$ cat src/rtl/fifo_pkg.sv
// Shared constants and helpers for the parametrised register-file FIFO.
package fifo_pkg;

  localparam int unsigned DEF_DATA_WIDTH = 32;
  localparam int unsigned DEF_DEPTH      = 8;

  // Smallest n such that 2**n >= value (value >= 1).
  function automatic int unsigned clog2(input int unsigned value);
    int unsigned r;
    r = 0;
    while ((64'd1 << r) < 64'(value)) begin
      r = r + 1;
    end
    return r;
  endfunction

  // Widths for the default geometry; the count carries one extra bit so it
  // can represent DEPTH itself.
  localparam int unsigned ADDR_W = clog2(DEF_DEPTH);
  localparam int unsigned CNT_W  = ADDR_W + 1;

endpackage

$ cat src/rtl/fifo_reg_param_if.sv
// Producer/consumer handshake bundle for fifo_reg_param.
interface fifo_reg_param_if
  import fifo_pkg::*;
#(
  parameter int unsigned DATA_WIDTH = DEF_DATA_WIDTH,
  parameter int unsigned DEPTH      = DEF_DEPTH
);

  localparam int unsigned CW = clog2(DEPTH) + 1;

  logic                  wr_en;
  logic [DATA_WIDTH-1:0] d_in;
  logic                  rd_en;
  logic [DATA_WIDTH-1:0] d_out;
  logic                  full;
  logic                  empty;
  logic                  almost_full;
  logic                  almost_empty;
  logic                  wr_ack;
  logic                  wr_err;
  logic                  rd_ack;
  logic                  rd_err;
  logic [CW-1:0]         data_count;

  // Producer/consumer side.
  modport master (
    output wr_en, d_in, rd_en,
    input  d_out, full, empty, almost_full, almost_empty,
           wr_ack, wr_err, rd_ack, rd_err, data_count
  );

  // FIFO side.
  modport slave (
    input  wr_en, d_in, rd_en,
    output d_out, full, empty, almost_full, almost_empty,
           wr_ack, wr_err, rd_ack, rd_err, data_count
  );

endinterface

$ cat src/rtl/fifo_regfile.sv
// DEPTH x DATA_WIDTH storage: async-reset registers with per-entry write
// enables decoded one-hot from the write pointer, and a read mux.
module fifo_regfile
  import fifo_pkg::*;
#(
  parameter int unsigned DATA_WIDTH = DEF_DATA_WIDTH,
  parameter int unsigned DEPTH      = DEF_DEPTH,
  parameter int unsigned AW         = ADDR_W
) (
  input  logic                  clk,
  input  logic                  reset_n,
  input  logic                  i_wr_en,
  input  logic [AW-1:0]         i_wr_ptr,
  input  logic [DATA_WIDTH-1:0] i_wr_data,
  input  logic [AW-1:0]         i_rd_ptr,
  output logic [DATA_WIDTH-1:0] o_rd_data
);

  logic [DATA_WIDTH-1:0] r_mem [DEPTH];
  logic [DEPTH-1:0]      w_we;

  // One-hot entry enable, only when the write is accepted.
  always_comb begin
    w_we = '0;
    if (i_wr_en) begin
      w_we = DEPTH'(1) << i_wr_ptr;
    end
  end

  for (genvar g = 0; g < DEPTH; g++) begin : g_entry
    // Each entry loads only on its own enable.
    always_ff @(posedge clk or negedge reset_n) begin
      if (!reset_n) begin
        r_mem[g] <= '0;
      end else if (w_we[g]) begin
        r_mem[g] <= i_wr_data;
      end
    end
  end

  assign o_rd_data = r_mem[i_rd_ptr];

endmodule

$ cat src/rtl/fifo_reg_param.sv
// Parametrised synchronous FIFO: pointers, occupancy, flags, handshakes and
// registered read data around the fifo_regfile storage.
module fifo_reg_param
  import fifo_pkg::*;
#(
  parameter int unsigned DATA_WIDTH = DEF_DATA_WIDTH,
  parameter int unsigned DEPTH      = DEF_DEPTH,
  parameter int unsigned AF_LEVEL   = DEPTH - 1,
  parameter int unsigned AE_LEVEL   = 1
) (
  input logic             clk,
  input logic             reset_n,
  fifo_reg_param_if.slave bus
);

  localparam int unsigned AW = clog2(DEPTH);
  localparam int unsigned CW = AW + (CNT_W - ADDR_W);

  logic [AW-1:0]         r_wr_ptr;
  logic [AW-1:0]         r_rd_ptr;
  logic [CW-1:0]         r_count;
  logic [DATA_WIDTH-1:0] r_dout;
  logic                  r_wr_ack;
  logic                  r_wr_err;
  logic                  r_rd_ack;
  logic                  r_rd_err;
  logic [DATA_WIDTH-1:0] w_rd_data;
  logic                  w_full;
  logic                  w_empty;
  logic                  w_rd_ok;
  logic                  w_wr_ok;

  // Flags decode only the count register, so they change cleanly per edge.
  assign w_full  = (r_count == CW'(DEPTH));
  assign w_empty = (r_count == '0);

  // A full FIFO still takes a write when a read frees a slot this cycle.
  assign w_rd_ok = bus.rd_en & ~w_empty;
  assign w_wr_ok = bus.wr_en & (~w_full | w_rd_ok);

  fifo_regfile #(
    .DATA_WIDTH (DATA_WIDTH),
    .DEPTH      (DEPTH),
    .AW         (AW)
  ) u_regfile (
    .clk       (clk),
    .reset_n   (reset_n),
    .i_wr_en   (w_wr_ok),
    .i_wr_ptr  (r_wr_ptr),
    .i_wr_data (bus.d_in),
    .i_rd_ptr  (r_rd_ptr),
    .o_rd_data (w_rd_data)
  );

  // Pointer advance; power-of-two depth makes the wrap implicit.
  always_ff @(posedge clk or negedge reset_n) begin
    if (!reset_n) begin
      r_wr_ptr <= '0;
      r_rd_ptr <= '0;
    end else begin
      if (w_wr_ok) r_wr_ptr <= r_wr_ptr + AW'(1);
      if (w_rd_ok) r_rd_ptr <= r_rd_ptr + AW'(1);
    end
  end

  // Occupancy: simultaneous accepted read and write cancel out.
  always_ff @(posedge clk or negedge reset_n) begin
    if (!reset_n) begin
      r_count <= '0;
    end else if (w_wr_ok && !w_rd_ok) begin
      r_count <= r_count + CW'(1);
    end else if (!w_wr_ok && w_rd_ok) begin
      r_count <= r_count - CW'(1);
    end
  end

  // Registered read data, held when no read is accepted.
  always_ff @(posedge clk or negedge reset_n) begin
    if (!reset_n) begin
      r_dout <= '0;
    end else if (w_rd_ok) begin
      r_dout <= w_rd_data;
    end
  end

  // One-cycle acknowledge/error pulses for the previous cycle's requests.
  always_ff @(posedge clk or negedge reset_n) begin
    if (!reset_n) begin
      r_wr_ack <= 1'b0;
      r_wr_err <= 1'b0;
      r_rd_ack <= 1'b0;
      r_rd_err <= 1'b0;
    end else begin
      r_wr_ack <= w_wr_ok;
      r_wr_err <= bus.wr_en & ~w_wr_ok;
      r_rd_ack <= w_rd_ok;
      r_rd_err <= bus.rd_en & w_empty;
    end
  end

  assign bus.d_out        = r_dout;
  assign bus.full         = w_full;
  assign bus.empty        = w_empty;
  assign bus.almost_full  = (32'(r_count) >= AF_LEVEL);
  assign bus.almost_empty = (32'(r_count) <= AE_LEVEL);
  assign bus.wr_ack       = r_wr_ack;
  assign bus.wr_err       = r_wr_err;
  assign bus.rd_ack       = r_rd_ack;
  assign bus.rd_err       = r_rd_err;
  assign bus.data_count   = r_count;

endmodule

$ cat src/flat_wrapper.sv
// flat-port wrapper written by rule: the top's interface ports become plain ports
module fifo_reg_param_flat import fifo_pkg::*;
#(
  parameter int unsigned DATA_WIDTH = DEF_DATA_WIDTH,
  parameter int unsigned DEPTH      = DEF_DEPTH,
  parameter int unsigned AF_LEVEL   = DEPTH - 1,
  parameter int unsigned AE_LEVEL   = 1
)
  (clk, reset_n, bus_wr_en, bus_d_in, bus_rd_en, bus_d_out, bus_full, bus_empty, bus_almost_full, bus_almost_empty, bus_wr_ack, bus_wr_err, bus_rd_ack, bus_rd_err, bus_data_count);
  fifo_reg_param_if #(.DATA_WIDTH(DATA_WIDTH), .DEPTH(DEPTH)) bus_i ();
  input logic clk;
  input logic reset_n;
  input wire logic [$bits(bus_i.wr_en)-1:0] bus_wr_en;
  input wire logic [$bits(bus_i.d_in)-1:0] bus_d_in;
  input wire logic [$bits(bus_i.rd_en)-1:0] bus_rd_en;
  output wire logic [$bits(bus_i.d_out)-1:0] bus_d_out;
  output wire logic [$bits(bus_i.full)-1:0] bus_full;
  output wire logic [$bits(bus_i.empty)-1:0] bus_empty;
  output wire logic [$bits(bus_i.almost_full)-1:0] bus_almost_full;
  output wire logic [$bits(bus_i.almost_empty)-1:0] bus_almost_empty;
  output wire logic [$bits(bus_i.wr_ack)-1:0] bus_wr_ack;
  output wire logic [$bits(bus_i.wr_err)-1:0] bus_wr_err;
  output wire logic [$bits(bus_i.rd_ack)-1:0] bus_rd_ack;
  output wire logic [$bits(bus_i.rd_err)-1:0] bus_rd_err;
  output wire logic [$bits(bus_i.data_count)-1:0] bus_data_count;
  assign bus_i.wr_en = bus_wr_en;
  assign bus_i.d_in = bus_d_in;
  assign bus_i.rd_en = bus_rd_en;
  assign bus_d_out = bus_i.d_out;
  assign bus_full = bus_i.full;
  assign bus_empty = bus_i.empty;
  assign bus_almost_full = bus_i.almost_full;
  assign bus_almost_empty = bus_i.almost_empty;
  assign bus_wr_ack = bus_i.wr_ack;
  assign bus_wr_err = bus_i.wr_err;
  assign bus_rd_ack = bus_i.rd_ack;
  assign bus_rd_err = bus_i.rd_err;
  assign bus_data_count = bus_i.data_count;
  fifo_reg_param #(.DATA_WIDTH(DATA_WIDTH), .DEPTH(DEPTH), .AF_LEVEL(AF_LEVEL), .AE_LEVEL(AE_LEVEL)) u_core (.clk(clk), .reset_n(reset_n), .bus(bus_i));
endmodule
$ cat config.mk
export PLATFORM = sky130hd
export DESIGN_NAME = fifo_reg_param_flat
export DESIGN_NICKNAME = d
export VERILOG_FILES = /design/src/rtl/fifo_pkg.sv /design/src/rtl/fifo_reg_param_if.sv /design/src/rtl/fifo_regfile.sv /design/src/rtl/fifo_reg_param.sv /design/src/flat_wrapper.sv
export SDC_FILE = /design/constraint.sdc
export NUM_CORES = 1
export LEC_CHECK = 0
export ABC_AREA = 1
export CAP_MARGIN = 30
export CORE_MARGIN = 2
export CORE_UTILIZATION = 40
export DETAILED_ROUTE_END_ITERATION = 10
export GPL_TIMING_DRIVEN = 1
export PLACE_DENSITY = 0.65
export SLEW_MARGIN = 20
export SYNTH_ARGS = -nofsm -noshare
export SYNTH_HDL_FRONTEND = slang
export SYNTH_SLANG_ARGS = --single-unit
$ cat constraint.sdc
create_clock -name clk -period 4 [get_ports clk]
set_input_delay 0.8 -clock clk [delete_from_list [all_inputs] [get_ports clk]]
set_output_delay 0.8 -clock clk [all_outputs]
set_load 0.02 [all_outputs]
---- Word-level counts from Yosys, hierarchy flattened ----
Cells that the tools add are included.
word-level totals
  register bits ........................... 302
  bits in latches ......................... 0
  RAM bits ................................ 0
  memory bits (read-only) ................. 0
  output and inout port bits .............. 44
  memories kept ........................... 0
cells by class
  add/sub/neg operators ................... 4
  multiply operators ...................... 0
  div/mod/pow operators ................... 0
  order comparisons ....................... 3
  equality and inequality tests ........... 1
  shift-type cells ........................ 1
  muxes and demuxes ....................... 6
  bitwise operators ....................... 9
  reduce and logical (&&, ||, !) cells .... 6
operators with widths
  kind                   count
  $bmux W32 S3           1
  $mux W32               2
  $mux W4                2
  $mux W8                1
  $shl A1 B3 Y8 const A  1
  $add A3 B1 Y3 const B  2
  $add A4 B1 Y4 const B  1
  $and A1 B1 Y1          4
  $eq A4 B4 Y1 const B   1
  $ge A4 B3 Y1 const B   1
  $ge A4 B4 Y1 const B   1
  $le A4 B1 Y1 const B   1
  $logic_not A4 Y1       1
  $not A3 Y4             1
  $sub A4 B1 Y4 const B  1
  $not A1 Y1             3
  $logic_and A1 B1 Y1    2
  $logic_not A1 Y1       2
  $reduce_bool A2 Y1     1
  $or A1 B1 Y1           1

---- Logic depth before layout (Yosys ltp) ----
  depth after elaboration ................. 9
  depth in mapped cells ................... 13
  mapped depth without buffers ............ 11

---- Hierarchy ----
From an unflattened synthesis, not the netlist that was laid out.
unflattened totals
  cells, all modules ...................... 1930
  area total of the unflattened synthesis .. 14396.3 sq um
by module, submodules not included
  module          times used  cells an instance  area an instance (sq um)
  fifo_regfile    1           1716               12465.7
  fifo_reg_param  1           214                1930.6

---- Least setup slack after synthesis ----
OpenSTA, ideal clock, no wires.
  kind .................................... register to register
  start ................................... register u_core.r_count[0], in the netlist u_core.bus.data_count[0]
  end ..................................... register u_core.r_count[2], in the netlist u_core.bus.data_count[2]
  arrival time ............................ 2216 ps
  setup slack ............................. 1666 ps
  cell stages (with the launch flop) ...... 13
  path buffers ............................ 2
  cell sequence ........................... dfrtp_1 -> inv_1 -> ha_1 -> nand3_1 -> inv_2 -> a21oi_4 -> buf_4 -> buf_2 -> ha_1 -> a21oi_1 -> o21ai_0 -> xor2_1 -> inv_1
RTL lines
  item                                RTL line              text
  start: declaration                  fifo_reg_param.sv:21  logic [CW-1:0] r_count;
  start signal: assignment            fifo_reg_param.sv:71  r_count <= r_count + CW'(1);
  start signal: assignment            fifo_reg_param.sv:73  r_count <= r_count - CW'(1);
  $eq A4 B4 Y1 (*)                    fifo_reg_param.sv:34  assign w_full = (r_count == CW'(DEPTH));
  named net bus_full                  flat_wrapper.sv:17    output wire logic [$bits(bus_i.full)-1:0] bus_full;
  $not A1 Y1 (*)                      fifo_reg_param.sv:39  assign w_wr_ok = bus.wr_en & (~w_full | w_rd_ok);
  $or A1 B1 Y1 (*)                    fifo_reg_param.sv:39
  $and A1 B1 Y1 (*)                   fifo_reg_param.sv:39
  named net u_core.u_regfile.i_wr_en  fifo_regfile.sv:12    input logic i_wr_en,
  $logic_not A1 Y1                    fifo_reg_param.sv:72  end else if (!w_wr_ok && w_rd_ok) begin
  $logic_and A1 B1 Y1                 fifo_reg_param.sv:72
  $reduce_bool A2 Y1 (no line)        --
Mark *: on every way through the listed nets, which the timed path passes. The rest lies on a longest branch. The select of a mux whose other input is x is not followed.
A chain may end at the register's enable or synchronous reset.

---- Worst setup path in the final report ----
  start ................................... register u_core.r_count[0], in the netlist u_core.bus.data_count[0]
  end ..................................... output port bus_full
between the ends
  cells in the longest elaborated chain, start to end .. 1
RTL lines
  item              RTL line
  $eq A4 B4 Y1      fifo_reg_param.sv:34
  end: declaration  flat_wrapper.sv:17
Every way passes these cells.

==> results.txt <==
----------------------------------------------------
[Power and ir drop]
  Share of total power in sequential cells ... 36.5%
  Static power due to leakage ... 9.38 nW
  Maximum resistive drop on vdd ... 0.000461 V
  PD cells ... 834 nW/um^2
  Proportion of power drawn by combinational gates ... 41.6%
  Internal power ... 0.00835 W
  Net Sw Frac ... 41.3%
  Psw ... 0.00588 W
  Clock share of power ... 21.9%

[Worst setup path]
  Kind of end point of the critical path ... output pin
  Highest fanout seen on the critical path ... 7
  Data arrival time at the worst-slack endpoint ... 2.07 ns
  FF-to-FF path depth ... 9
  Worst reg2reg path startpoint ... u_core.bus.data_count[0]
  Worst setup slack for register-to-register paths ... 1.42 ns
  Startpoint Class ... flip-flop
  Setup crit start ... u_core.bus.data_count[0]
  Worst setup path category ... flip-flop to output pin
  Critical R2R Capture ... u_core.u_regfile.r_mem[135]
  CP required ... 3.20 ns

[Clock network]
  CTS Root Buffer Type ... clkbuf_16
  CTS clk-pin slew, worst paths ... 0.06 ns
  Clock latency reported for the late side of the worst-skew pair ... 0.52 ns
  CTS max path bufs ... 3
  Post_cts resized ... 0
  Max H-tree Level ... 2
  CTS Hold Buffers Added ... 0
  Cts bufs inserted ... 35
  CTS tree ... yes
  Total setup buffers inserted after CTS ... 0
  Clock tree sinks ... 302

[Placed design]
  RD Place Congestion ... 0.766
  Sum of net half-perimeters after detailed placement ... 24000 um
  Number of buffer cells added on primary ports ... 79

[Synthesis]
  Post-synthesis sequential element count ... 302
  Ranking of synthesized cells by instance count ... nand2_1 (1071), dfrtp_1 (302), nand3_1 (290)
  Dominant cell type by area after synthesis ... dfrtp_1
  Top cells by area, synth ... dfrtp_1 (51%), nand2_1 (27%), nand3_1 (9.7%)
  Flip-flop cell with the highest count after synthesis ... dfrtp_1
  Synth warnings ... 0
  Yosys cell types ... 23
  Proportion of netlist area held by the largest area contributor ... 50.6%
  Synth Cell Area ... 14900 um^2
  Fraction of registers with async set or reset after synthesis ... 100%
  EDFF count, synth ... 0
  Total nets after synthesis ... 2122
  Top-count cell post-synth ... nand2_1
  Post-Synthesis Mean Instance Area ... 7.21 um^2
  Portion of the post-synthesis area used by sequential elements ... 50.6%
  Synthesized netlist cell count ... 2074

[Die]
  FP Rows ... 70
  Die outline height ... 197 um
  Overall die width ... 197 um
  Core box area ... 36700 um^2
  Starting Density ... 40.7%
  Boundary pin count ... 80
  Die ar. ... 38900 um^2

[Global routing]
  Largest net degree at the start of global routing ... 87
  Aggregate global routing overflow ... 0
  Via count of the first global-routing pass ... 12.4k
  First-pass GRT wire length ... 68100 um
  GRT Resource Usage Total ... 22.1%
  Initial antenna violation count ... 0

[Detailed routing]
  Number of routed nets with antenna violations ... 0
  Post-Route WL ... 41600 um
  Starting DRT DRC Count ... 950
  Average routed wire per standard cell ... 16.2 um
  Iteration count of the initial detailed-routing pass ... 5
  Number of vias after detailed routing ... 12.7k
  DR vias/cell ... 4.93
  # DRC ... 0

[Finish]
  Antenna cells ... 0
  Share of final-layout standard cells stronger than drive strength 1 ... 5.24%
  Synthesis-to-finish area growth ... 14.2%
  Share of the core filled with cells ... 46.5%
  Layout net count ... 2126
  Filler cells ... 3603

[STA]
  Post-Route Skew ... 0.0139 ns
  Relative slew slack ... 39.2%
  RSZ-0062 raised after global routing ... no
  Pins Over Slew Limit ... 0
  Number of hold violations in the final report ... 0
  Setup violations, final ... 0
  Tcrit/Tclk final ... 71.7%
  Transition time at the pin with the least slew margin ... 0.911 ns
  Minimum clock period after layout ... 2.87 ns
  Accumulated negative setup slack ... 0 ns
  Maximum operating frequency ... 349 MHz

[Hold path]
  Worst min path class ... input pin to asynchronous set/reset pin

[Flow run]
  Number of maximum-capacitance constraint violations ... 0

[Run status]
  Result of the run ... complete, no violations

----------------------------------------------------
==> per-stage QoR <==
stage | cells | setup slack, ns | hold slack [ns] | total power [W] | cell area [um^2]
after floorplan | 2074 | 1.67 | 0.442 | 0.00925 | 14900
after global placement | 2508 | 0.943 | 0.452 | 0.0110 | 15900
after detailed placement | 2508 | 0.825 | 0.458 | 0.0112 | 15900
after CTS | 2567 | 1.11 | 0.321 | 0.0143 | 17000
after global routing | 2568 | 1.01 | 0.353 | 0.0154 | 17100
final | 2568 | 1.13 | 0.304 | 0.0142 | 17100
==> kinds of logic (layout without fill, tap and decap cells) <==
group	Yosys count	after routing	share of synthesized area, %
buffers and inverters	361	387	10.0
XOR/XNOR	7	7	0.410
flip-flops	302	302	50.6
AND/OR/NAND/NOR	1383	1383	37.6
adder cells (fa/ha/maj)	12	12	1.00
AO/OA/AOI/OAI	9	9	0.394
==> cell usage in the layout, fill, tap and decap left out, types with 2 or more instances in the layout <==
master	count
buf_12	2
buf_4	32
clkbuf_1	6
clkbuf_16	35
clkbuf_8	10
clkdlybuf4s50_1	78
clkinv_2	4
dfrtp_1	300
ha_1	12
inv_1	208
inv_2	4
inv_6	3
nand2_1	1071
nand2_2	4
nand3_1	290
nand4_1	3
nor2_1	5
nor2_2	3
nor2_4	5
o21ai_0	6
xor2_1	6
==> registers in the layout (all words and copies together) (netlist names) <==
| signal | flops |
|---|---|
| u_core.bus.wr_ack | 1 |
| u_core.bus.data_count | 4 |
| u_core.bus.rd_ack | 1 |
| u_core.r_rd_ptr | 3 |
| u_core.bus.wr_err | 1 |
| u_core.bus.rd_err | 1 |
| u_core.bus.d_out | 32 |
| u_core.r_wr_ptr | 3 |
| u_core.u_regfile.r_mem | 256 |
==> critical path, stage by stage, from the launching register on <==
cell             delay, ns
dfrtp_1               0.46
inv_1                 0.11
ha_1                  0.17
nand3_1               0.09
inv_2                 0.11
clkdlybuf4s50_1       0.61
==> power by group through the flow <==
stage / Combinational [W] / Clock [W] / Sequential (W)
2_1_floorplan: 0.00397 / 0 / 0.00528
3_3_place_gp: 0.00580 / 0 / 0.00519
3_5_place_dp: 0.00593 / 0 / 0.00523
4_1_cts: 0.00596 / 0.00318 / 0.00519
5_1_grt: 0.00674 / 0.00331 / 0.00537
6_report: 0.00592 / 0.00311 / 0.00520
==> worst max path at each step <==
| stage | end | slack [ns] | depth (start not counted) |
|---|---|---|---|
| floorplan | u_core.bus.data_count[2] | 1.67 | 12 |
| global placement | u_core.u_regfile.r_mem[141] | 0.94 | 7 |
| detailed placement | u_core.u_regfile.r_mem[135] | 0.83 | 7 |
| CTS | bus_full | 1.11 | 5 |
| global route | bus_full | 1.01 | 5 |
| finish | bus_full | 1.13 | 5 |
==> layout make-up <==
class | instances | area (um^2) | share of cell area (%)
inverter | 214 | 806 | 4.72
clock inverter | 8 | 76.3 | 0.447
timing repair buffer | 114 | 1100 | 6.47
multi-input combinational | 1411 | 5900 | 34.5
clock buffer | 51 | 1040 | 6.07
tap | 468 | 586 | 3.43
sequential | 302 | 7560 | 44.3
==> metal layers <==
layer  global-route usage, %  vias up  part of all wire [%]
met5                       0        -                     0
met4                    6.21        0                   2.1
met3                    2.60       58                   5.1
met2                    37.6      320                    49
met1                    29.7     6056                    44
li1                        -     6235                     -
No activity file was read; power rests on OpenSTA's default activity.
